File: config.mk
export PLATFORM = sky130hd
export DESIGN_NAME = rs_ff_driver
export DESIGN_NICKNAME = d
export VERILOG_FILES = /design/src/rtl/rs_pkg.sv /design/src/rtl/rs_pulse_timer.sv /design/src/rtl/rs_ff_driver.sv
export SDC_FILE = /design/constraint.sdc
export NUM_CORES = 1
export LEC_CHECK = 0
export CAP_MARGIN = 0
export CORE_ASPECT_RATIO = 0.6
export CORE_UTILIZATION = 45
export DETAILED_ROUTE_END_ITERATION = 10
export PLACE_DENSITY = 0.73
export SLEW_MARGIN = 5
export SYNTH_ARGS = -nofsm -noshare
export SYNTH_HDL_FRONTEND = slang
export SYNTH_SLANG_ARGS = --single-unit
File: constraint.sdc
create_clock -name clk -period 3 [get_ports clk]
set_input_delay 0.3 -clock clk [delete_from_list [all_inputs] [get_ports clk]]
set_output_delay 0.3 -clock clk [all_outputs]
set_load 0.1 [all_outputs]
File: src/rtl/rs_pkg.sv
// Shared encodings for the RS flip-flop command driver: command opcodes and FSM states.
package rs_pkg;

  localparam logic [1:0] OP_HOLD   = 2'b00;
  localparam logic [1:0] OP_SET    = 2'b01;
  localparam logic [1:0] OP_RESET  = 2'b10;
  localparam logic [1:0] OP_TOGGLE = 2'b11;

  localparam logic [1:0] IDLE   = 2'd0;
  localparam logic [1:0] DRIVE  = 2'd1;
  localparam logic [1:0] SETTLE = 2'd2;
  localparam logic [1:0] CHECK  = 2'd3;

endpackage

File: src/rtl/rs_pulse_timer.sv
// Loadable down-counter with a zero flag; shared by the drive-length and settle phases.
module rs_pulse_timer #(
  parameter int unsigned W = 8
) (
  input  logic         clk,
  input  logic         rst,
  input  logic         load_i,
  input  logic [W-1:0] load_val_i,
  input  logic         dec_i,
  output logic         zero_o
);

  logic [W-1:0] cnt_q, cnt_d;

  always_comb begin
    cnt_d = cnt_q;
    if (load_i) begin
      cnt_d = load_val_i;
    end else if (dec_i && (cnt_q != '0)) begin
      cnt_d = cnt_q - 1'b1;
    end
  end

  always_ff @(posedge clk) begin
    if (rst) begin
      cnt_q <= '0;
    end else begin
      cnt_q <= cnt_d;
    end
  end

  assign zero_o = (cnt_q == '0);

endmodule

File: src/rtl/rs_ff_driver.sv
// Command-driven R/S stimulus generator for a clocked RS flip-flop, with Q/Qn response check.
module rs_ff_driver
  import rs_pkg::*;
#(
  parameter int unsigned LEN_W      = 8,
  parameter int unsigned SETTLE_CYC = 2,
  parameter int unsigned ERRCNT_W   = 8
) (
  input  logic                clk,
  input  logic                rst,
  input  logic                cmd_valid,
  output logic                cmd_ready,
  input  logic [1:0]          cmd_op,
  input  logic [LEN_W-1:0]    cmd_len,
  input  logic                q_in,
  input  logic                qn_in,
  output logic                r_out,
  output logic                s_out,
  output logic                busy,
  output logic                done,
  output logic                err,
  output logic [ERRCNT_W-1:0] err_cnt
);

  localparam int unsigned SetW = $clog2(SETTLE_CYC + 1);
  localparam int unsigned CntW = (LEN_W > SetW) ? LEN_W : SetW;

  logic [1:0]          state_q, state_d;
  logic                exp_q, exp_d;
  logic                r_q, r_d, s_q, s_d;
  logic [ERRCNT_W-1:0] err_cnt_q, err_cnt_d;

  logic                tmr_load, tmr_dec, tmr_zero;
  logic [CntW-1:0]     tmr_val;
  logic [LEN_W-1:0]    len_m1;

  // Timer holds (cycles - 1); zero flag marks the last cycle of a phase.
  assign len_m1 = (cmd_len == '0) ? '0 : cmd_len - 1'b1;

  rs_pulse_timer #(
    .W(CntW)
  ) u_timer (
    .clk       (clk),
    .rst       (rst),
    .load_i    (tmr_load),
    .load_val_i(tmr_val),
    .dec_i     (tmr_dec),
    .zero_o    (tmr_zero)
  );

  always_comb begin
    state_d   = state_q;
    exp_d     = exp_q;
    r_d       = r_q;
    s_d       = s_q;
    err_cnt_d = err_cnt_q;
    tmr_load  = 1'b0;
    tmr_val   = '0;
    tmr_dec   = 1'b0;
    done      = 1'b0;
    err       = 1'b0;
    case (state_q)
      IDLE: begin
        if (cmd_valid) begin
          unique case (cmd_op)
            OP_HOLD:   exp_d = q_in;
            OP_SET:    exp_d = 1'b1;
            OP_RESET:  exp_d = 1'b0;
            OP_TOGGLE: exp_d = ~q_in;
          endcase
          // R and S are derived from mutually exclusive conditions.
          s_d      = (cmd_op == OP_SET)   || ((cmd_op == OP_TOGGLE) && !q_in);
          r_d      = (cmd_op == OP_RESET) || ((cmd_op == OP_TOGGLE) &&  q_in);
          tmr_load = 1'b1;
          tmr_val  = CntW'(len_m1);
          state_d  = DRIVE;
        end
      end
      DRIVE: begin
        if (tmr_zero) begin
          r_d      = 1'b0;
          s_d      = 1'b0;
          tmr_load = 1'b1;
          tmr_val  = CntW'(SETTLE_CYC - 1);
          state_d  = SETTLE;
        end else begin
          tmr_dec = 1'b1;
        end
      end
      SETTLE: begin
        if (tmr_zero) begin
          state_d = CHECK;
        end else begin
          tmr_dec = 1'b1;
        end
      end
      CHECK: begin
        done = 1'b1;
        err  = (q_in != exp_q) || (q_in == qn_in);
        if (err && (err_cnt_q != {ERRCNT_W{1'b1}})) begin
          err_cnt_d = err_cnt_q + 1'b1;
        end
        state_d = IDLE;
      end
      default: begin
        r_d     = 1'b0;
        s_d     = 1'b0;
        state_d = IDLE;
      end
    endcase
  end

  always_ff @(posedge clk) begin
    if (rst) begin
      state_q   <= IDLE;
      exp_q     <= 1'b0;
      r_q       <= 1'b0;
      s_q       <= 1'b0;
      err_cnt_q <= '0;
    end else begin
      state_q   <= state_d;
      exp_q     <= exp_d;
      r_q       <= r_d;
      s_q       <= s_d;
      err_cnt_q <= err_cnt_d;
    end
  end

  assign cmd_ready = (state_q == IDLE) && !rst;
  assign busy      = (state_q != IDLE);
  assign r_out     = r_q;
  assign s_out     = s_q;
  assign err_cnt   = err_cnt_q;

endmodule

== Yosys cells after proc, flatten, opt, wreduce, memory -nomap -nowiden ==
Index checks and enable logic that the tools add are counted.
Word-level totals
  register bits: 21
  input bits: 15
  output and inout bits: 14
  word-level logic and storage cells: 68
Cells by class
  add/subtract/negate cells: 3
  equality and inequality tests: 12
  multiplexer cells: 23
  bitwise gates (word level): 1
  reductions and logical operators: 23
Operators with widths (count)
  $mux 8: 4
  $logic_not 8->1: 2
  $pmux 8 s2: 1
  $sub 8x1->8 const B: 2
  $mux 1: 10
  $add 8x1->8 const B: 1
  $eq 2x2->1 const B: 4
  $ne 8x8->1 const B: 1
  $pmux 2 s4: 1
  $reduce_bool 8->1: 1
  $mux 2: 3
  $ne 2x2->1 const B: 3
  $pmux 1 s2: 3
  $reduce_and 3->1: 2
  $reduce_bool 2->1: 3
  $logic_and 1x1->1: 5
  $eq 2x1->1 const B: 2
  $logic_not 2->1: 2
  $pmux 1 s4: 1
  $reduce_and 2->1: 2
  $logic_or 1x1->1: 3
  $logic_not 1->1: 2
  $reduce_or 2->1: 1
  $eq 1x1->1: 1
  2 further kinds: 2

== Longest topological paths before layout ==
Gate-level depths: netlist (run 1).
  word-level depth: 6
  mapped depth: 8
  gate-level depth less buffers: 7

== Cells and area by module ==
Synthesis (run 1) repeated with hierarchy kept, for this count alone.
Unflattened totals
  cells, all modules: 175
  area total of the unflattened synthesis: 1411.4 um2
By module, submodules not included
  rs_ff_driver: times used 1, cells an instance 116, area each 895.9 um2, seq. area each 260.2 um2
  rs_pulse_timer: times used 1, cells an instance 59, area each 515.5 um2, seq. area each 160.2 um2

== Least setup slack after synthesis (run 1) ==
OpenSTA, ideal clock, no wires.
  path kind: reg2out
  start point: register state_q[0]
  end point: output cmd_ready
  arrival: 2419 ps
  data required time: 2700 ps
  setup slack: 281 ps
  stages on the path, launching flop included: 5
  buffers on the path: 0
  cells stage by stage: dfxtp_1 -> inv_1 -> ha_1 -> inv_1 -> nor2_1
On the way
  longest elaborated chain between the ends: 2
RTL lines
  from (decl): RTL line rs_ff_driver.sv:28  | logic [1:0] state_q, state_d;
  from (signal assigned): RTL line rs_ff_driver.sv:121  | state_q <= state_d;
  $logic_not 2->1: RTL line rs_ff_driver.sv:129  | assign cmd_ready = (state_q == IDLE) && !rst;
  $logic_and 1x1->1: RTL line rs_ff_driver.sv:129
  to (decl): RTL line rs_ff_driver.sv:12  | output logic cmd_ready,
No other way between the ends.

== Worst setup path in the final report (run 1) ==
  start point: register u_timer.cnt_q[4]
  end point: register r_q (netlist: r_out)
On the way
  longest elaborated chain between the ends: 3
RTL lines
  from (decl): RTL line rs_pulse_timer.sv:13  | logic [W-1:0] cnt_q, cnt_d;
  from (signal assigned): RTL line rs_pulse_timer.sv:28  | cnt_q <= cnt_d;
  $logic_not 8->1: RTL line rs_pulse_timer.sv:32  | assign zero_o = (cnt_q == '0);
  $ne 2x2->1 (no line)
  $reduce_and 3->1 (no line)
  to (signal assigned): RTL line rs_ff_driver.sv:123  | r_q <= r_d;
  to (decl): RTL line rs_ff_driver.sv:30  | logic r_q, r_d, s_q, s_d;
No other way between the ends.
A chain may end at the register's enable or synchronous reset.

==> results of run 1 <==
## logic make-up (layout without fill, tap and decap cells)
logic type / count (synthesis) / in the layout / share of synthesized area [%]
XOR/XNOR: 8 / 8 / 4.87
adder cells (fa/ha/maj): 9 / 9 / 7.83
AO/OA/AOI/OAI: 43 / 43 / 21.5
flip-flops: 21 / 21 / 29.2
AND/OR/NAND/NOR: 78 / 78 / 26.9
multiplexers: 7 / 7 / 4.87
buffers and inverters: 18 / 46 / 4.79
## synthesized netlist by cell type (3+ instances only)
library cell	n	area share [%]
sky130_fd_sc_hd__a211oi_1	7	3.7
sky130_fd_sc_hd__a21oi_1	9	3.1
sky130_fd_sc_hd__a31oi_1	4	1.7
sky130_fd_sc_hd__and3_1	3	1.3
sky130_fd_sc_hd__clkbuf_1	4	1.0
sky130_fd_sc_hd__dfxtp_1	21	29
sky130_fd_sc_hd__ha_1	9	7.8
sky130_fd_sc_hd__inv_1	12	3.1
sky130_fd_sc_hd__mux2i_1	7	4.9
sky130_fd_sc_hd__nand2_1	12	3.1
sky130_fd_sc_hd__nand3_1	3	1.0
sky130_fd_sc_hd__nor2_1	32	8.4
sky130_fd_sc_hd__nor3_1	8	2.8
sky130_fd_sc_hd__nor3b_1	4	2.1
sky130_fd_sc_hd__nor4_1	3	1.3
sky130_fd_sc_hd__o21ai_0	5	1.7
sky130_fd_sc_hd__xnor2_1	5	3.0
sky130_fd_sc_hd__xor2_1	3	1.8
## cell usage in the layout (no fill, tap or decap), types with 2 or more instances in the layout
cell                              count
sky130_fd_sc_hd__buf_4               16
sky130_fd_sc_hd__mux2i_1              7
sky130_fd_sc_hd__nor3_1               8
sky130_fd_sc_hd__and3_1               3
sky130_fd_sc_hd__nor4_1               3
sky130_fd_sc_hd__nand2_1             12
sky130_fd_sc_hd__ha_1                 9
sky130_fd_sc_hd__inv_1               12
sky130_fd_sc_hd__dfxtp_1             21
sky130_fd_sc_hd__clkdlybuf4s50_1     14
sky130_fd_sc_hd__xnor2_1              5
sky130_fd_sc_hd__nand3b_1             2
sky130_fd_sc_hd__o21ai_0              5
sky130_fd_sc_hd__nand3_1              3
sky130_fd_sc_hd__nand2b_1             2
sky130_fd_sc_hd__nor3b_1              4
sky130_fd_sc_hd__and2_1               2
sky130_fd_sc_hd__a211oi_1             7
sky130_fd_sc_hd__o31ai_1              2
sky130_fd_sc_hd__xor2_1               3
sky130_fd_sc_hd__nand4_1              2
sky130_fd_sc_hd__o21a_1               2
sky130_fd_sc_hd__a21oi_1              9
sky130_fd_sc_hd__nor2_1              32
sky130_fd_sc_hd__clkbuf_8             3
sky130_fd_sc_hd__a31oi_1              4
## final timing paths
| path | start | end | depth (start not counted) |
|---|---|---|---|
| setup / recovery | u_timer.cnt_q[4] | r_out | 5 |
| hold / removal | u_timer.cnt_q[6] | u_timer.cnt_q[6] | 2 |
| setup reg to reg | u_timer.cnt_q[4] | r_out | 5 |
| hold reg to reg | u_timer.cnt_q[6] | u_timer.cnt_q[6] | 2 |
## critical path: cells and delay by family (launching register included)
| family | cells | cell delay (ns) |
|---|---|---|
| DFF | 1 | 0.36 |
| AOI/OAI and AO/OA | 1 | 0.33 |
| and+or+nand+nor | 3 | 1.29 |
| muxes | 1 | 0.22 |
## power by group
group	switching [mW]	leakage (nW)	total [mW]	internal, mW
registers	0.0634	0.171	0.401	0.338
logic	0.660	0.549	1.01	0.351
clock network	0.0827	0.0228	0.177	0.0944
## state kept, by name, summed over array words and instances, names as in the netlist
register,flops
err_cnt,8
u_timer.cnt_q,8
state_q,2
exp_q,1
r_out,1
s_out,1
## through the flow
step           utilization [%]  power, mW  worst slack (ns)  cell area [um2]
2_1_floorplan                -       1.18             0.281             1440
3_3_place_gp              58.6       1.39             0.734             1730
3_5_place_dp              58.6       1.41             0.671             1730
4_1_cts                   60.1       1.59             0.668             1770
5_1_grt                   60.1       1.70             0.565             1770
6_report                  60.1       1.59             0.670             1770
## final cells by class
type                    instances  area [um2]  share of cell area (%)
multi-input cells             145         948                    53.5
flip-flops and latches         21         420                    23.7
repair buffers                 30         260                    14.7
well taps                      42        52.6                    2.97
clock buffers                   4        45.0                    2.54
inverters                      12        45.0                    2.54
## per-layer routing
| metal | part of all wire (%) | global-route usage (%) | wire (um) |
|---|---|---|---|
| met5 | 0 | 0 | 0 |
| met4 | 0.44 | 4.53 | 15 |
| met3 | 9.6 | 7.08 | 331 |
| met2 | 40 | 28.8 | 1370 |
| met1 | 50 | 33.2 | 1730 |
==> results.txt, run 1 <==
----------------------------------------------------
[Outcome]
  Status ... complete, no violations

[Setup path]
  Critical Path RT ... 3.13 ns
  Critical path, cell by cell ... or4_4 -> or4b_1 -> a211oi_4 -> mux2i_1 -> nor2_1
  Critical Path Start Type ... flop
  Largest stage delay on the critical path ... 0.67 ns
  Critical Setup Path Class ... flop to flop
  Crit end category ... flop
  Data arrival time of the critical path ... 2.46 ns
  Slack of the worst reg-to-reg path ... 0.67 ns
  Worst path slowest cell ... sky130_fd_sc_hd__or4b_1
  Top fanout value on the critical path ... 7

[Layout]
  Synthesis-to-layout area growth ... 23.2%
  Number of diodes added for antenna fixing ... 0
  Final net count ... 237
  Count of fill cells added during filler insertion ... 269
  Post-route non-filler standard cell count ... 254
  Layout cells sized above 1 ... 10.8%

[Clock tree]
  Clock sink count ... 21
  CTS Root Cell ... sky130_fd_sc_hd__clkbuf_8
  Number of buffers inserted to repair setup after CTS ... 0
  Clk buf depth ... 2
  Hold-fix buffer count after cts ... 0
  Clock H-tree levels ... 1
  Clock slew at the register clock pins of the worst setup and hold paths ... 0.07 ns
  Source-to-sink clock delay at the later pin of the worst-skew pair ... 0.25 ns
  Number of buffers inserted during clock tree synthesis ... 3
  Cells resized by post-CTS repair ... 0
  CTS tree ... done

[Logic synthesis]
  Post-synth net total ... 208
  Predominant post-synthesis flop cell ... sky130_fd_sc_hd__dfxtp_1
  EDFF count, synth ... 0
  Fraction of registers with async set/reset ... 0%
  Synth Area per Inst ... 7.81 um2
  Number of cells produced by synthesis ... 184
  Distinct cells, synth ... 45
  Ys Warns ... 0
  Sequential share of the synthesized area ... 29.2%
  Post-synthesis instance area ... 1440 um2
  Count of state elements after synthesis ... 21

[Pwr]
  Pwr per Cell Area ... 897 nW/um2
  Total leakage power ... 0.743 nW
  VDD IR-drop max ... 502 uV

[Floorplan]
  Boundary pin count ... 29
  Core area ... 2950 um2
  Initial core utilization ... 48.8%
  Die Y ... 45.8 um
  Total die area ... 3430 um2
  Floorplan row count ... 15
  Horizontal die dimension ... 75.0 um

[Timing]
  Highest Clock Rate ... 0.429 GHz
  Final Cycle Share ... 77.7%
  Post-Route Setup TNS ... 0 ns
  Post-route worst hold slack ... 0.529 ns
  Unrepaired setup endpoints after global routing ... no
  Max_slew headroom ... 59.6%
  Max-slew violation total from the final report ... 0
  Largest clock skew in the final design ... 0.00142 ns
  Total count of hold-check failures in the final report ... 0
  Final setup violation count ... 0
  Minimum clock period after layout ... 2.33 ns
  Worst slew pin tran ... 0.604 ns

[Place]
  Post-detail-place hpwl ... 2810 um
  RePlAce Congestion ... 0.896
  Number of placed cells counting well taps ... 250
  Port Buf Inserts ... 28

[Job]
  Maximum Capacitance Violations ... 0

[Route]
  DRC violation total after the first TritonRoute iteration ... 84
  Routed wire length per instance ... 13.6 um
  Detail Route Antenna Nets ... 0
  Total number of vias ... 1405
  Count of unresolved DRC violations after routing ... 0
  Sum of routed wire length over all layers ... 3450 um
  Avg Vias per Cell ... 5.53
  First-pass iteration count of the detailed router ... 4

[Global route]
  Tot GR Track Use ... 21.7%
  Sum of overflow across all layers after global routing ... 0
  Number of global-route vias before repair ... 1133
  Global-route wire length before repair ... 5390 um
  Largest net degree at the start of global routing ... 16
  Initial antenna violation count ... 0

[Min path]
  Hold crit path type ... flop to flop

----------------------------------------------------
No activity file was read; power rests on OpenSTA's default activity.
==> run 2: changes to the inputs <==
clock period = 2.15 ns   (was 3 ns; I/O delays follow)
==> results.txt, run 2 (synthesis results as in run 1) <==
----------------------------------------------------
[Outcome]
  Status ... complete, no violations

[Route]
  Met3 wire length ... 387 um (+17%)
  Avg Vias per Cell ... 5.85 (+5.8%)
  Sum of routed wire length over all layers ... 4150 um (+20%)
  Top metal layer carrying routed signals ... met4
  DRC violation total after the first TritonRoute iteration ... 191 (+130%)
  Detail Route met2 WL ... 1790 um (+31%)
  Count of unresolved DRC violations after routing ... 0 (unchanged)
  Detail Route Antenna Nets ... 0 (unchanged)
  Routed wire length per instance ... 15.7 um (+15%)
  Met1 layer wirelength in the final routing ... 1920 um (+11%)
  Total number of vias ... 1551 (+10%)
  First-pass iteration count of the detailed router ... 5 (+1)

[Clock tree]
  CTS tree ... done
  Clock H-tree levels ... 1 (unchanged)
  Hold-fix buffer count after cts ... 0 (unchanged)
  Clk buf depth ... 2 (unchanged)
  Number of buffers inserted during clock tree synthesis ... 3 (unchanged)
  Clock slew at the register clock pins of the worst setup and hold paths ... 0.07 ns (about the same)
  Clock sink count ... 21 (unchanged)
  CTS Root Cell ... sky130_fd_sc_hd__clkbuf_8
  Source-to-sink clock delay at the later pin of the worst-skew pair ... 0.27 ns (+0.02 ns)

[Pwr]
  Final Total Pwr ... 2.49 mW (+57%)
  Internal power of the cells ... 1.26 mW (+61%)
  VDD IR-drop max ... 649 uV (+29%)
  Total leakage power ... 0.804 nW (+8.2%)
  Net Switching ... 1.23 mW (+53%)
  Switching share of power ... 49.4% (-1.3 points)
  Gate power share ... 67.3% (+3.7 points)
  Clock network power share ... 10.6% (-0.5 points)
  Register share of total power ... 22.2% (-3.0 points)
  Pwr per Cell Area ... 1300 nW/um2 (+44%)

[Layout]
  Synthesis-to-layout area growth ... 33.8%
  Top library cells by usage in the layout, fill and taps aside ... sky130_fd_sc_hd__nor2_1 (31), sky130_fd_sc_hd__buf_4 (24), sky130_fd_sc_hd__dfxtp_1 (20)
  Most common cell after layout, fill and taps aside ... sky130_fd_sc_hd__nor2_1
  Count of fill cells added during filler insertion ... 250 (-7.1%)
  Number of diodes added for antenna fixing ... 0 (unchanged)
  Layout cells sized above 1 ... 17.9% (+7.1 points)
  Post-route non-filler standard cell count ... 265 (+4.3%)
  Final net count ... 248 (+4.6%)

[Timing]
  Final Cycle Share ... 99.9% (+22 points)
  Highest Clock Rate ... 0.466 GHz (+8.5%)
  Worst slew pin tran ... 0.559 ns (-0.0453 ns)
  Post-route worst hold slack ... 0.537 ns (+0.00839 ns)
  Unrepaired setup endpoints after global routing ... yes
  Total count of hold-check failures in the final report ... 0 (unchanged)
  Minimum clock period after layout ... 2.15 ns (-0.182 ns)
  Max_slew headroom ... 62.4% (+2.8 points)
  Largest clock skew in the final design ... 0.00262 ns (+0.00120 ns)
  PnR worst setup slack ... 0.00256 ns (-0.668 ns)
  Final setup violation count ... 0 (unchanged)
  Max-slew violation total from the final report ... 0 (unchanged)

[Floorplan]
  Boundary pin count ... 29 (unchanged)
  Total die area ... 3430 um2 (unchanged)
  Initial core utilization ... 48.8% (unchanged)
  Horizontal die dimension ... 75.0 um (unchanged)
  Floorplan row count ... 15 (unchanged)
  Core area ... 2950 um2 (unchanged)
  Die Y ... 45.8 um (unchanged)

[Job]
  Maximum Capacitance Violations ... 0 (unchanged)

[Global route]
  Sum of overflow across all layers after global routing ... 0 (unchanged)
  Tot GR Track Use ... 27.6% (+5.9 points)
  Initial antenna violation count ... 0 (unchanged)
  Largest net degree at the start of global routing ... 25 (+9)
  Number of global-route vias before repair ... 1369 (+21%)
  Global-route wire length before repair ... 6710 um (+25%)

[Setup path]
  Critical Path RT ... 2.30 ns (-0.83 ns)
  Crit end category ... flop
  Data arrival time of the critical path ... 2.30 ns (-0.16 ns)
  Critical Setup Path Class ... flop to flop
  Critical Path Start Type ... flop
  Top fanout value on the critical path ... 7 (unchanged)

[Min path]
  Hold crit path type ... flop to flop

[Place]
  Pre-CTS worst setup slack ... -0.108 ns (-0.778 ns)
  Number of placed cells counting well taps ... 260 (+4.0%)
  Post-detail-place hpwl ... 3260 um (+16%)
  RePlAce Congestion ... 0.979 (+9.3%)
  Port Buf Inserts ... 28 (unchanged)

----------------------------------------------------
## run 2: critical path, cell delays in order, from the launching register on
cell and delay, ns:
sky130_fd_sc_hd__dfxtp_2 0.32, sky130_fd_sc_hd__or4_4 0.53, sky130_fd_sc_hd__or4b_4 0.59, sky130_fd_sc_hd__a211oi_4 0.29, sky130_fd_sc_hd__mux2i_1 0.24, sky130_fd_sc_hd__nor2_1 0.05
## run 2: repair_timing
action	in CTS	in global routing
buffers inserted	0	1
endpoints found under the setup margin	9	5
pin swaps	0	1
gates resized for setup	2	2
## run 2: layer usage
| metal | vias to the layer above | global-route usage [%] |
|---|---|---|
| met2 | 64 | 42.0 |
| li1 | 739 | - |
| met5 | - | 0 |
| met1 | 742 | 39.3 |
| met4 | 0 | 6.79 |
| met3 | 6 | 6.64 |
## run 2: per-stage QoR
stage | utilization, % | instance area (um2) | TNS [ns]
final | 65.3 | 1920 | 0
after global placement | 62.8 | 1850 | -0.0441
after detailed placement | 62.8 | 1850 | -0.272
after CTS | 64.7 | 1910 | -0.00413
after floorplan | - | 1450 | -0.0527
after global routing | 65.3 | 1920 | -0.203
## run 2: power groups by stage
stage | registers, mW | clock network, mW | logic (mW)
floorplan | 0.641 | 0 | 1.02
finish | 0.552 | 0.264 | 1.68
CTS | 0.548 | 0.270 | 1.63
global placement | 0.550 | 0 | 1.56
global route | 0.564 | 0.285 | 1.81
detailed placement | 0.554 | 0 | 1.60
## run 2: layout make-up
type                            count  area (um2)  area share (%)
Clock buffer                        4        45.0            2.34
Inverter                           12        45.0            2.34
Sequential cell                    21         422            21.9
Multi-Input combinational cell    145         978            50.9
Timing Repair Buffer               41         380            19.8
Tap cell                           42        52.6            2.73
## run 2: path summary, 6_finish.rpt
check | slack, ns | end | startpoint | cells past startpoint
worst max-delay path | 0.003 | r_out | u_timer.cnt_q[4] | 5
worst min-delay path | 0.54 | s_out | s_out | 2
worst max register to register | 0.003 | r_out | u_timer.cnt_q[4] | 5
worst min register to register | 0.54 | s_out | s_out | 2
==> run 3: changes to the inputs <==
CORE_UTILIZATION = 50   (was 45)
PLACE_DENSITY = 0.8   (was 0.73)
==> results.txt, run 3 (synthesis results as in run 1) <==
----------------------------------------------------
[Route]
  DRC violation total after the first TritonRoute iteration ... 156 (-18%)
  Met3 wire length ... 418 um (+8.0%)
  First-pass iteration count of the detailed router ... 4 (-1)
  Detail Route met2 WL ... 1830 um (+2.2%)
  Avg Vias per Cell ... 5.86 (+0.13%)
  Detail Route Antenna Nets ... 0 (unchanged)
  Routed wire length per instance ... 16.2 um (+3.7%)
  Met1 layer wirelength in the final routing ... 1920 um (+0.10%)
  Count of unresolved DRC violations after routing ... 0 (unchanged)
  Total number of vias ... 1512 (-2.5%)
  Sum of routed wire length over all layers ... 4190 um (+0.94%)
  Top metal layer carrying routed signals ... met4

[Pwr]
  Total leakage power ... 0.818 nW (+1.7%)
  Final Total Pwr ... 2.59 mW (+4.0%)
  Pwr per Cell Area ... 1340 nW/um2 (+3.7%)
  VDD IR-drop max ... 701 uV (+7.9%)

[Setup path]
  Crit end category ... flop
  Data arrival time of the critical path ... 2.29 ns (about the same)
  Critical Setup Path Class ... flop to flop
  Critical Path RT ... 2.31 ns (about the same)
  Top fanout value on the critical path ... 6 (-1)
  Critical Path Start Type ... flop

[Floorplan]
  Floorplan row count ... 14 (-1)
  Total die area ... 3100 um2 (-9.7%)
  Die Y ... 43.5 um (-4.9%)
  Horizontal die dimension ... 71.2 um (-5.0%)
  Boundary pin count ... 29 (unchanged)
  Core area ... 2610 um2 (-11%)
  Initial core utilization ... 55.1% (+6.3 points)

[Timing]
  Final Cycle Share ... 99.2% (-0.66 points)
  Largest clock skew in the final design ... 0.00193 ns (-0.000685 ns)
  Total count of hold-check failures in the final report ... 0 (unchanged)
  Minimum clock period after layout ... 2.13 ns (-0.0142 ns)
  Max_slew headroom ... 58.6% (-3.9 points)
  Highest Clock Rate ... 0.469 GHz (+0.67%)
  Final setup violation count ... 0 (unchanged)
  Max-slew violation total from the final report ... 0 (unchanged)
  Post-Route Setup TNS ... 0 ns (unchanged)
  Worst slew pin tran ... 0.617 ns (+0.0575 ns)
  Unrepaired setup endpoints after global routing ... yes

[Place]
  RePlAce Congestion ... 0.963 (-1.7%)
  Post-detail-place hpwl ... 3350 um (+2.9%)
  Port Buf Inserts ... 28 (unchanged)
  Cell Area, Placed ... 1850 um2 (+0.14%)

[Global route]
  Sum of overflow across all layers after global routing ... 0 (unchanged)
  Tot GR Track Use ... 29.5% (+1.9 points)
  Number of global-route vias before repair ... 1403 (+2.5%)
  Initial antenna violation count ... 0 (unchanged)
  Global-route wire length before repair ... 6850 um (+2.1%)
  Largest net degree at the start of global routing ... 15 (-40%)

[Clock tree]
  CTS tree ... done
  Hold-fix buffer count after cts ... 0 (unchanged)
  Clock slew at the register clock pins of the worst setup and hold paths ... 0.07 ns (about the same)
  Clk buf depth ... 2 (unchanged)
  CTS Root Cell ... sky130_fd_sc_hd__clkbuf_8
  Number of buffers inserted during clock tree synthesis ... 3 (unchanged)
  Clock H-tree levels ... 1 (unchanged)
  Source-to-sink clock delay at the later pin of the worst-skew pair ... 0.26 ns (about the same)
  Clock sink count ... 21 (unchanged)

[Layout]
  Synthesis-to-layout area growth ... 34.1%
  Final net count ... 251 (+1.2%)
  Most common cell after layout, fill and taps aside ... sky130_fd_sc_hd__nor2_1
  Top library cells by usage in the layout, fill and taps aside ... sky130_fd_sc_hd__nor2_1 (31), sky130_fd_sc_hd__buf_4 (27), sky130_fd_sc_hd__dfxtp_1 (21)
  Number of diodes added for antenna fixing ... 0 (unchanged)
  Fin util ... 73.9% (+8.6 points)
  Layout cells sized above 1 ... 19.0% (+1.1 points)
  Summed area of non-filler cells in the final layout ... 1930 um2 (+0.26%)

[Outcome]
  Status ... complete, no violations

[Job]
  Maximum Capacitance Violations ... 0 (unchanged)

[Min path]
  Hold crit path type ... flop to flop

----------------------------------------------------
-- run 3: cell count changes in the layout (fill, tap and decap cells not counted), sizes merged --
cell	change
buf	+3
-- run 3: cell type report --
class	instances	area (um2)
clock buffer	4	45.0
fill	184	682
inverter	12	45.0
multi-input combinational	145	975
sequential	21	420
tap	32	40.0
timing repair buffer	44	403
-- run 3: stage by stage --
step / hold WS, ns / instances / setup slack, ns
floorplan: 0.293 / 184 / -0.0325
global placement: 0.496 / 252 / 0.00763
detailed placement: 0.514 / 252 / -0.0675
CTS: 0.535 / 256 / 0.0501
global route: 0.561 / 258 / -0.0267
finish: 0.535 / 258 / 0.0168
-- run 3: metal layers --
metal / vias up / global-route usage, %
li1: 747 / -
met1: 702 / 41.4
met5: - / 0
met2: 59 / 44.0
met3: 4 / 10.9
met4: 0 / 4.80
-- run 3: what timing repair did --
item / CTS / global route
gates resized for setup: 1 / 2
gates cloned: 0 / 0
buffers inserted: 0 / 2
setup endpoints to repair: 5 / 4
-- run 3: where the power goes --
part           internal [mW]  leakage, nW  switching, mW
clock                  0.132       0.0228          0.118
sequential             0.471        0.171         0.0811
combinational          0.724        0.624           1.06
total                   1.33        0.818           1.26
-- run 3: critical path, cell delays in order (launching register included) --
cell and delay (ns):
sky130_fd_sc_hd__dfxtp_1 0.31, sky130_fd_sc_hd__or4_4 0.54, sky130_fd_sc_hd__or4b_4 0.59, sky130_fd_sc_hd__a21o_1 0.28
sky130_fd_sc_hd__buf_4 0.16, sky130_fd_sc_hd__o21a_1 0.15
-- run 3: path summary, 6_finish.rpt --
kind	from	to	slack, ns	depth (start not counted)
worst max register to register	u_timer.cnt_q[4]	u_timer.cnt_q[7]	0.02	5
worst min-delay path	r_out	r_out	0.53	2
worst min register to register	r_out	r_out	0.53	2
worst max-delay path	u_timer.cnt_q[4]	u_timer.cnt_q[7]	0.02	5
